**src/rtl/divider_if.sv**
```systemverilog
// Request/response signals of the 32-bit iterative divider.
// The master issues operations and the slave (the divider) returns results.
interface divider_if;
    logic        valid;
    logic [1:0]  divop;
    logic [31:0] dividend;
    logic [31:0] divisor;
    logic        busy;
    logic        ready;
    logic [31:0] result;

    modport master (
        output valid,
        output divop,
        output dividend,
        output divisor,
        input  busy,
        input  ready,
        input  result
    );

    modport slave (
        input  valid,
        input  divop,
        input  dividend,
        input  divisor,
        output busy,
        output ready,
        output result
    );
endinterface

```
**src/rtl/divider.sv**
```systemverilog
// Fixed-latency 32-bit restoring divider for DIV/DIVU/REM/REMU.
// One quotient bit per cycle; the result register updates only on entry to DONE.
module divider (
    input  logic     clk,
    input  logic     resetn,
    divider_if.slave bus
);

    typedef enum logic [1:0] {
        StIdle,
        StCalc,
        StDone
    } state_e;

    localparam logic [31:0] AllOnes = 32'hFFFF_FFFF;
    localparam logic [31:0] IntMin  = 32'h8000_0000;

    state_e      state_q, state_d;
    logic [1:0]  op_q, op_d;
    logic [31:0] dividend_q, dividend_d;
    logic [31:0] divisor_q, divisor_d;
    logic [31:0] dvs_mag_q, dvs_mag_d;
    logic [31:0] quot_q, quot_d;
    logic [31:0] rem_q, rem_d;
    logic [31:0] result_q, result_d;
    logic [5:0]  count_q, count_d;

    // Operand magnitudes at the request boundary
    logic        in_signed;
    logic [31:0] in_dvd_mag;
    logic [31:0] in_dvs_mag;

    always_comb begin
        in_signed  = ~bus.divop[0];
        in_dvd_mag = (in_signed && bus.dividend[31]) ? (32'd0 - bus.dividend) : bus.dividend;
        in_dvs_mag = (in_signed && bus.divisor[31])  ? (32'd0 - bus.divisor)  : bus.divisor;
    end

    // One restoring step: the quotient register doubles as the dividend shifter
    logic [32:0] partial;
    logic [32:0] trial;
    logic [31:0] step_quot;
    logic [31:0] step_rem;

    always_comb begin
        partial   = {rem_q, quot_q[31]};
        trial     = partial - {1'b0, dvs_mag_q};
        step_quot = {quot_q[30:0], ~trial[32]};
        step_rem  = trial[32] ? partial[31:0] : trial[31:0];
    end

    // Sign correction and special-case selection for the final result
    logic        op_signed;
    logic        op_is_rem;
    logic        neg_quot;
    logic        neg_rem;
    logic        div_zero;
    logic        overflow;
    logic [31:0] quot_fix;
    logic [31:0] rem_fix;
    logic [31:0] final_val;

    always_comb begin
        op_signed = ~op_q[0];
        op_is_rem = op_q[1];
        neg_quot  = op_signed & (dividend_q[31] ^ divisor_q[31]);
        neg_rem   = op_signed & dividend_q[31];
        div_zero  = (divisor_q == 32'd0);
        overflow  = op_signed & (dividend_q == IntMin) & (divisor_q == AllOnes);
        quot_fix  = neg_quot ? (32'd0 - step_quot) : step_quot;
        rem_fix   = neg_rem  ? (32'd0 - step_rem)  : step_rem;

        if (div_zero) begin
            final_val = op_is_rem ? dividend_q : AllOnes;
        end else if (overflow) begin
            final_val = op_is_rem ? 32'd0 : IntMin;
        end else begin
            final_val = op_is_rem ? rem_fix : quot_fix;
        end
    end

    always_comb begin
        state_d    = state_q;
        op_d       = op_q;
        dividend_d = dividend_q;
        divisor_d  = divisor_q;
        dvs_mag_d  = dvs_mag_q;
        quot_d     = quot_q;
        rem_d      = rem_q;
        result_d   = result_q;
        count_d    = count_q;

        unique case (state_q)
            StIdle: begin
                if (bus.valid) begin
                    op_d       = bus.divop;
                    dividend_d = bus.dividend;
                    divisor_d  = bus.divisor;
                    dvs_mag_d  = in_dvs_mag;
                    quot_d     = in_dvd_mag;
                    rem_d      = 32'd0;
                    count_d    = 6'd0;
                    state_d    = StCalc;
                end
            end
            StCalc: begin
                quot_d  = step_quot;
                rem_d   = step_rem;
                count_d = count_q + 6'd1;
                if (count_q == 6'd31) begin
                    result_d = final_val;
                    state_d  = StDone;
                end
            end
            StDone: begin
                state_d = StIdle;
            end
            default: begin
                state_d = StIdle;
            end
        endcase
    end

    always_ff @(posedge clk or negedge resetn) begin
        if (!resetn) begin
            state_q <= StIdle;
        end else begin
            state_q <= state_d;
        end
    end

    always_ff @(posedge clk or negedge resetn) begin
        if (!resetn) begin
            op_q       <= 2'b00;
            dividend_q <= 32'd0;
            divisor_q  <= 32'd0;
            dvs_mag_q  <= 32'd0;
            quot_q     <= 32'd0;
            rem_q      <= 32'd0;
            result_q   <= 32'd0;
            count_q    <= 6'd0;
        end else begin
            op_q       <= op_d;
            dividend_q <= dividend_d;
            divisor_q  <= divisor_d;
            dvs_mag_q  <= dvs_mag_d;
            quot_q     <= quot_d;
            rem_q      <= rem_d;
            result_q   <= result_d;
            count_q    <= count_d;
        end
    end

    assign bus.busy   = (state_q != StIdle);
    assign bus.ready  = (state_q == StDone);
    assign bus.result = result_q;

endmodule

```
**src/flat_wrapper.sv**
```systemverilog
// flat-port wrapper written by rule: the top's interface ports become plain ports
module divider_flat 
  (clk, resetn, bus_valid, bus_divop, bus_dividend, bus_divisor, bus_busy, bus_ready, bus_result);
  divider_if bus_i ();
  input  logic clk;
  input  logic resetn;
  input wire logic [$bits(bus_i.valid)-1:0] bus_valid;
  input wire logic [$bits(bus_i.divop)-1:0] bus_divop;
  input wire logic [$bits(bus_i.dividend)-1:0] bus_dividend;
  input wire logic [$bits(bus_i.divisor)-1:0] bus_divisor;
  output wire logic [$bits(bus_i.busy)-1:0] bus_busy;
  output wire logic [$bits(bus_i.ready)-1:0] bus_ready;
  output wire logic [$bits(bus_i.result)-1:0] bus_result;
  assign bus_i.valid = bus_valid;
  assign bus_i.divop = bus_divop;
  assign bus_i.dividend = bus_dividend;
  assign bus_i.divisor = bus_divisor;
  assign bus_busy = bus_i.busy;
  assign bus_ready = bus_i.ready;
  assign bus_result = bus_i.result;
  divider u_core (.clk(clk), .resetn(resetn), .bus(bus_i));
endmodule
```
**config.mk**
```make
export PLATFORM = sky130hd
export DESIGN_NAME = divider_flat
export DESIGN_NICKNAME = d
export VERILOG_FILES = /design/src/rtl/divider_if.sv /design/src/rtl/divider.sv /design/src/flat_wrapper.sv
export SDC_FILE = /design/constraint.sdc
export NUM_CORES = 1
export LEC_CHECK = 0
export CAP_MARGIN = 25
export CORE_AREA = 10 10 265 166
export DETAILED_ROUTE_END_ITERATION = 6
export DIE_AREA = 0 0 275 176
export HOLD_SLACK_MARGIN = 0.12
export SYNTH_ARGS = -nofsm -noshare
export SYNTH_HDL_FRONTEND = slang
export SYNTH_SLANG_ARGS = --single-unit
```
**constraint.sdc**
```tcl
create_clock -name clk -period 10.6 [get_ports clk]
set_clock_uncertainty 0.2 [all_clocks]
set_input_delay 1.06 -clock clk [delete_from_list [all_inputs] [get_ports clk]]
set_output_delay 1.06 -clock clk [all_outputs]
set_load 0.005 [all_outputs]
```
---- Word level (Yosys, flattened, before mapping) ----
Cells that the tools add are included.
word-level totals
  bits of input ports ..................... 69
  latch bits .............................. 0
  output and inout bits ................... 34
  memory bits (writable) .................. 0
  bits in read-only memories .............. 0
  word-level logic and storage cells ...... 59
  register bits after elaboration ......... 202
  memories ................................ 0
operators by class
  shift-type cells ........................ 0
  equality and inequality tests ........... 7
  div/mod/pow operators ................... 0
  order comparisons ....................... 0
  bitwise logic cells ..................... 8
  multiplexer cells ....................... 19
  $mul .................................... 0
  $add $sub $neg .......................... 6
  reduce and logical (&&, ||, !) cells .... 10
operators with widths
  cell                     count
  $mux W32                 12
  $pmux W32 S2             2
  $sub A1 B32 Y32 const A  4
  $eq A32 B32 Y1 const B   2
  $sub A33 B32 Y33         1
  $logic_not A32 Y1        1
  $pmux W6 S2              1
  $reduce_and A2 Y1        4
  $add A6 B1 Y6 const B    1
  $eq A6 B5 Y1 const B     1
  $mux W6                  1
  $and A1 B1 Y1            4
  $mux W2                  2
  $pmux W2 S2              1
  $reduce_bool A2 Y1       2
  $not A1 Y1               3
  $eq A2 B1 Y1 const B     1
  $eq A2 B2 Y1 const B     1
  $logic_and A1 B1 Y1      2
  $logic_not A2 Y1         1
  $ne A2 B1 Y1 const B     1
  $ne A2 B2 Y1 const B     1
  $xor A1 B1 Y1            1

---- Longest topological paths before layout ----
  depth in word-level cells ............... 7
  gate-level depth with buffers ........... 24
  gate-level depth less buffers ........... 22

---- Least setup slack after synthesis ----
Ideal clock, no wire load.
  path kind ............................... register to register
  start ................................... reg u_core.quot_q[31]
  end ..................................... reg u_core.result_q[24] (netlist: u_core.bus.result[24])
  setup slack ............................. 5.047 ns
  cell stages (with the launch flop) ...... 25
  data arrival time ....................... 5.233 ns
  clock period less this slack ............ 5.553 ns
  required time ........................... 10.279 ns
  buffers on the path ..................... 2
  library setup time ...................... 0.121 ns
  cell sequence ........................... dfrtp_1 inv_1 ha_1 fa_1 nand2b_1 a211oi_4 o211ai_2 nand4_4 and4_1 buf_4 nor2_8 inv_2 clkbuf_1 ha_1 or4b_2 nor4b_1 and3b_1 a21oi_1 xor2_1 a21oi_1 nor2_1 a21oi_1 nand3_1 o211ai_1 nor2_1
between the ends
  word-level cells in the longest chain between the ends .. 7
  elaborated cells between the ends (all ways) .. 10
  classes of those cells .................. add/sub (3); mux (6); bitwise (1)
RTL lines
  element                                    line                          RTL
  start: declaration                         divider.sv:23                 logic [31:0] quot_q, quot_d;
  start signal: assignment                   divider.sv:147                quot_q <= quot_d;
  $sub A33 B32 Y33                           divider.sv:47                 trial = partial - {1'b0, dvs_mag_q};
  $mux W32 or $not A1 Y1 (tied branches)     divider.sv:49, divider.sv:48
  $sub A1 B32 Y32, on equally long branches  divider.sv:71, divider.sv:70
  $mux W32, on equally long branches         divider.sv:71, divider.sv:70
  $mux W32 (*)                               divider.sv:78                 final_val = op_is_rem ? rem_fix : quot_fix;
  $mux W32 (*)                               divider.sv:75                 end else if (overflow) begin
  $mux W32 (*)                               divider.sv:73                 if (div_zero) begin
  end signal: assignment                     divider.sv:149                result_q <= result_d;
  end: declaration                           divider.sv:25                 logic [31:0] result_q, result_d;
Mark *: on every way between the ends. The rest lies on a longest branch, timed or not.
A chain may end at the register's enable or synchronous reset.

---- Worst setup path after layout ----
  start ................................... reg u_core.quot_q[31]
  end ..................................... reg u_core.result_q[28] (netlist: u_core.bus.result[28])
The elaborated chain is that of the path after synthesis.

==> flow_summary_export.csv <==
group,metric,value,unit
job,cap_violations,0,
synthesis,synthesis.nets,1875,
clock_network,cts-root-buf,"clkbuf_16",
clock_network,cts_setup_buffers,0,
floorplan,die-width,275,um
detailed_routing,drc,3,
run_status,status,"finished with violations",
worst_setup_path,worstSetupPathType,"reg -> reg",
power_and_ir_drop,p_total,5.677,mW
timing,finalSetupTns,0,ns
synthesis,synth_flop_cell,"dfrtp_1",
clock_network,cts_buffers,23,
timing,hold_viol,0,
clock_network,cts_hold_buf,0,
power_and_ir_drop,powerDensity,343.2,mW/mm^2
timing,relSlewSlack,0.3343,
detailed_routing,wl_per_cell,20.94,um
synthesis,synth-seq-area-share,0.3514,
global_routing,grt_pass1_vias,12830,
timing,post-route-period-util,0.6474,
floorplan,std_cell_rows,57,
detailed_routing,drt_wl_total,49.46,mm
synthesis,netlist_top_cells_area,"dfrtp_1, nand2_1, o21ai_0, xor2_1, xnor2_1",
finish,drive_gt1_frac,0.06881,
place,place_congestion,0.9039,
clock_network,cts_tree,"built",
synthesis,synth_area_per_cell,8.096,sq um
detailed_routing,vias_per_cell,5.767,
global_routing,grt_pass1_wl,77.09,mm
worst_setup_path,critPathRequiredTime,10.84,ns
finish,utilization,0.4186,
hold_path,hp-class,"reg -> reg",
clock_network,cts_max_path_buffers,3,
timing,setup_viol,0,
run_status,violations,"design-rule violations",
floorplan,die_height,176,um
worst_setup_path,worstPathMaxFanout,40,
global_routing,grt_usage,0.1997,
finish,final_cell_mix,"nand2_1, dfrtp_1, o21ai_0, nor2_1, clkdlybuf4s50_1",
detailed_routing,vias,13620,
synthesis,ys_types,100,
place,hpwl,38.02,mm
timing,rsz0062_at_grt,"false",
synthesis,synth_edf_count,0,
finish,n_antenna_cell,0,
floorplan,io-pin-count,103,
timing,period_minus_slack,6.863,ns
worst_setup_path,reg2reg_slack,3.74,ns
floorplan,core-area,0.03951,sq mm
synthesis,async_reset_ff_frac,1.000,
power_and_ir_drop,ir_worst_vdd,0.1972,mV
synthesis,syn_inst,1768,
floorplan,start_util,0.3623,
worst_setup_path,arrival,7.10,ns
detailed_routing,dr.pass1.iters,7,
timing,tightest_slew,0.9986,ns
clock_network,clock-sinks,201,
global_routing,grt-ovfl-total,0,
synthesis,ys_warn_count,0,
synthesis,ys_seq_elements,201,
detailed_routing,drt-initial-drc-count,1266,
detailed_routing,drtAntennaViolNets,0,
clock_network,path_clk_slew,0.07,ns
finish,areaGrowthSynthToFinish,15.55,%
place,portBuffers,102,
power_and_ir_drop,p_leak,6.842,nW
finish,final_common_cell,"nand2_1",
place,placedCellCount,2320,
timing,worst_slack,3.737,ns
place,dp_slack,3.916,ns
synthesis,synth_area_leader_cell,"dfrtp_1",
clock_network,cts_max_level,1,
worst_setup_path,start_kind,"register",
global_routing,grt_max_degree,95,
finish,final_nets,1924,
finish,final_cell_count_no_fill,2362,
global_routing,grt_antenna_before_repair,2,
synthesis,synth_top_cell_area_share,0.3514,
timing,finalMaxSlewViolations,0,
clock_network,clock_latency,0.54,ns
floorplan,die_area,0.04840,sq mm
timing,max_freq,145.7,MHz
synthesis,syn_area,0.01431,sq mm
worst_setup_path,end_kind,"register",
clock_network,cts_resized,0,
[cell type report]
cell class	instances	area (sq um)
clock inverter	8	115.1
clock buffer	31	645.6
tap	531	664.4
timing repair buffer	127	1232
inverter	57	214.0
sequential	201	5030
fill	4004	22970
multi-input combinational	1407	8638
[stage by stage]
stage | cell area [sq um] | hold slack [ns]
after floorplan | 14310 | 0.2460
after detailed placement | 15740 | 0.2700
final | 16540 | 0.2762
after global routing | 16540 | 0.3092
after global placement | 15740 | 0.2658
after CTS | 16500 | 0.2787
[power breakdown]
group | switching [mW] | internal [mW] | total [mW]
combinational | 2.20 | 1.30 | 3.49
sequential | 0.321 | 1.03 | 1.35
clock | 0.339 | 0.497 | 0.836
[cells in the mapped netlist (all sizes together), types with 11 or more instances]
cell and number:
or4 11, o211ai 16, o21a 13, xnor2 62
nand2b 16, inv 56, a22oi 32, a21oi 104
a31oi 29, o31ai 21, clkbuf 77, a21o 13
nor2 107, or3 23, and2 14, mux2i 24
ha 37, dfrtp 201, nand2 327, xor2 64
o21ai 207, nor3 29, nand3 60, nor4 37
nand4 23, buf 26
[final timing paths]
kind | end | cells past startpoint | from
worst max-delay path | u_core.bus.result[28] | 25 | u_core.quot_q[31]
worst min-delay path | u_core.count_q[5] | 1 | u_core.count_q[5]
worst max register to register | u_core.bus.result[28] | 25 | u_core.quot_q[31]
worst min register to register | u_core.count_q[5] | 1 | u_core.count_q[5]
max in group asynchronous | u_core.divisor_q[7] | 2 | resetn
min in group asynchronous | u_core.rem_q[26] | 1 | resetn
[per-layer routing]
layer  vias up  routed length (um)  track usage  share of wire
li1       6449                   -            -              -
met4         2                 710      0.03177          0.014
met2       470               19450       0.2678           0.39
met5         -                   8            0        0.00016
met1      6652               24040       0.2995           0.49
met3        49                5243      0.07404           0.11
[sequential cells by signal, summed over array words and instances (netlist names)]
name,cells
u_core.bus.result,32
u_core.dividend_q,32
u_core.dvs_mag_q,32
u_core.quot_q,32
u_core.rem_q,32
u_core.divisor_q,31
u_core.count_q,6
u_core.op_q,2
u_core.state_q,2
[worst max-delay path, stage by stage, from the launching register on]
cell and delay (ns):
dfrtp_1 0.48, inv_1 0.08, ha_1 0.24, fa_1 0.42
nand2b_1 0.27, a211oi_4 0.43, o211ai_2 0.20, nand4_4 0.19
and4_1 0.73, nor2_8 0, buf_4 0.33, inv_2 0.09
buf_4 0.31, ha_1 0.26, or4b_2 0.66, nor4b_1 0.32
buf_4 0.21, and3b_1 0.28, nand2_1 0.14, nor3_1 0.15
nor2_1 0.07, xor2_1 0.14, a21oi_1 0.08, a211oi_1 0.28
a21oi_1 0.07, o21ai_1 0.10
[cells by family after synthesis]
logic type / synth area share
AOI/OAI and AO/OA: 0.2379
xor gates and xnor gates: 0.07710
adders and majority gates: 0.03374
buffers and inverters: 0.04694
DFF: 0.3514
muxes: 0.02273
and+or+nand+nor: 0.2302
(Power assumes the default switching activity.)
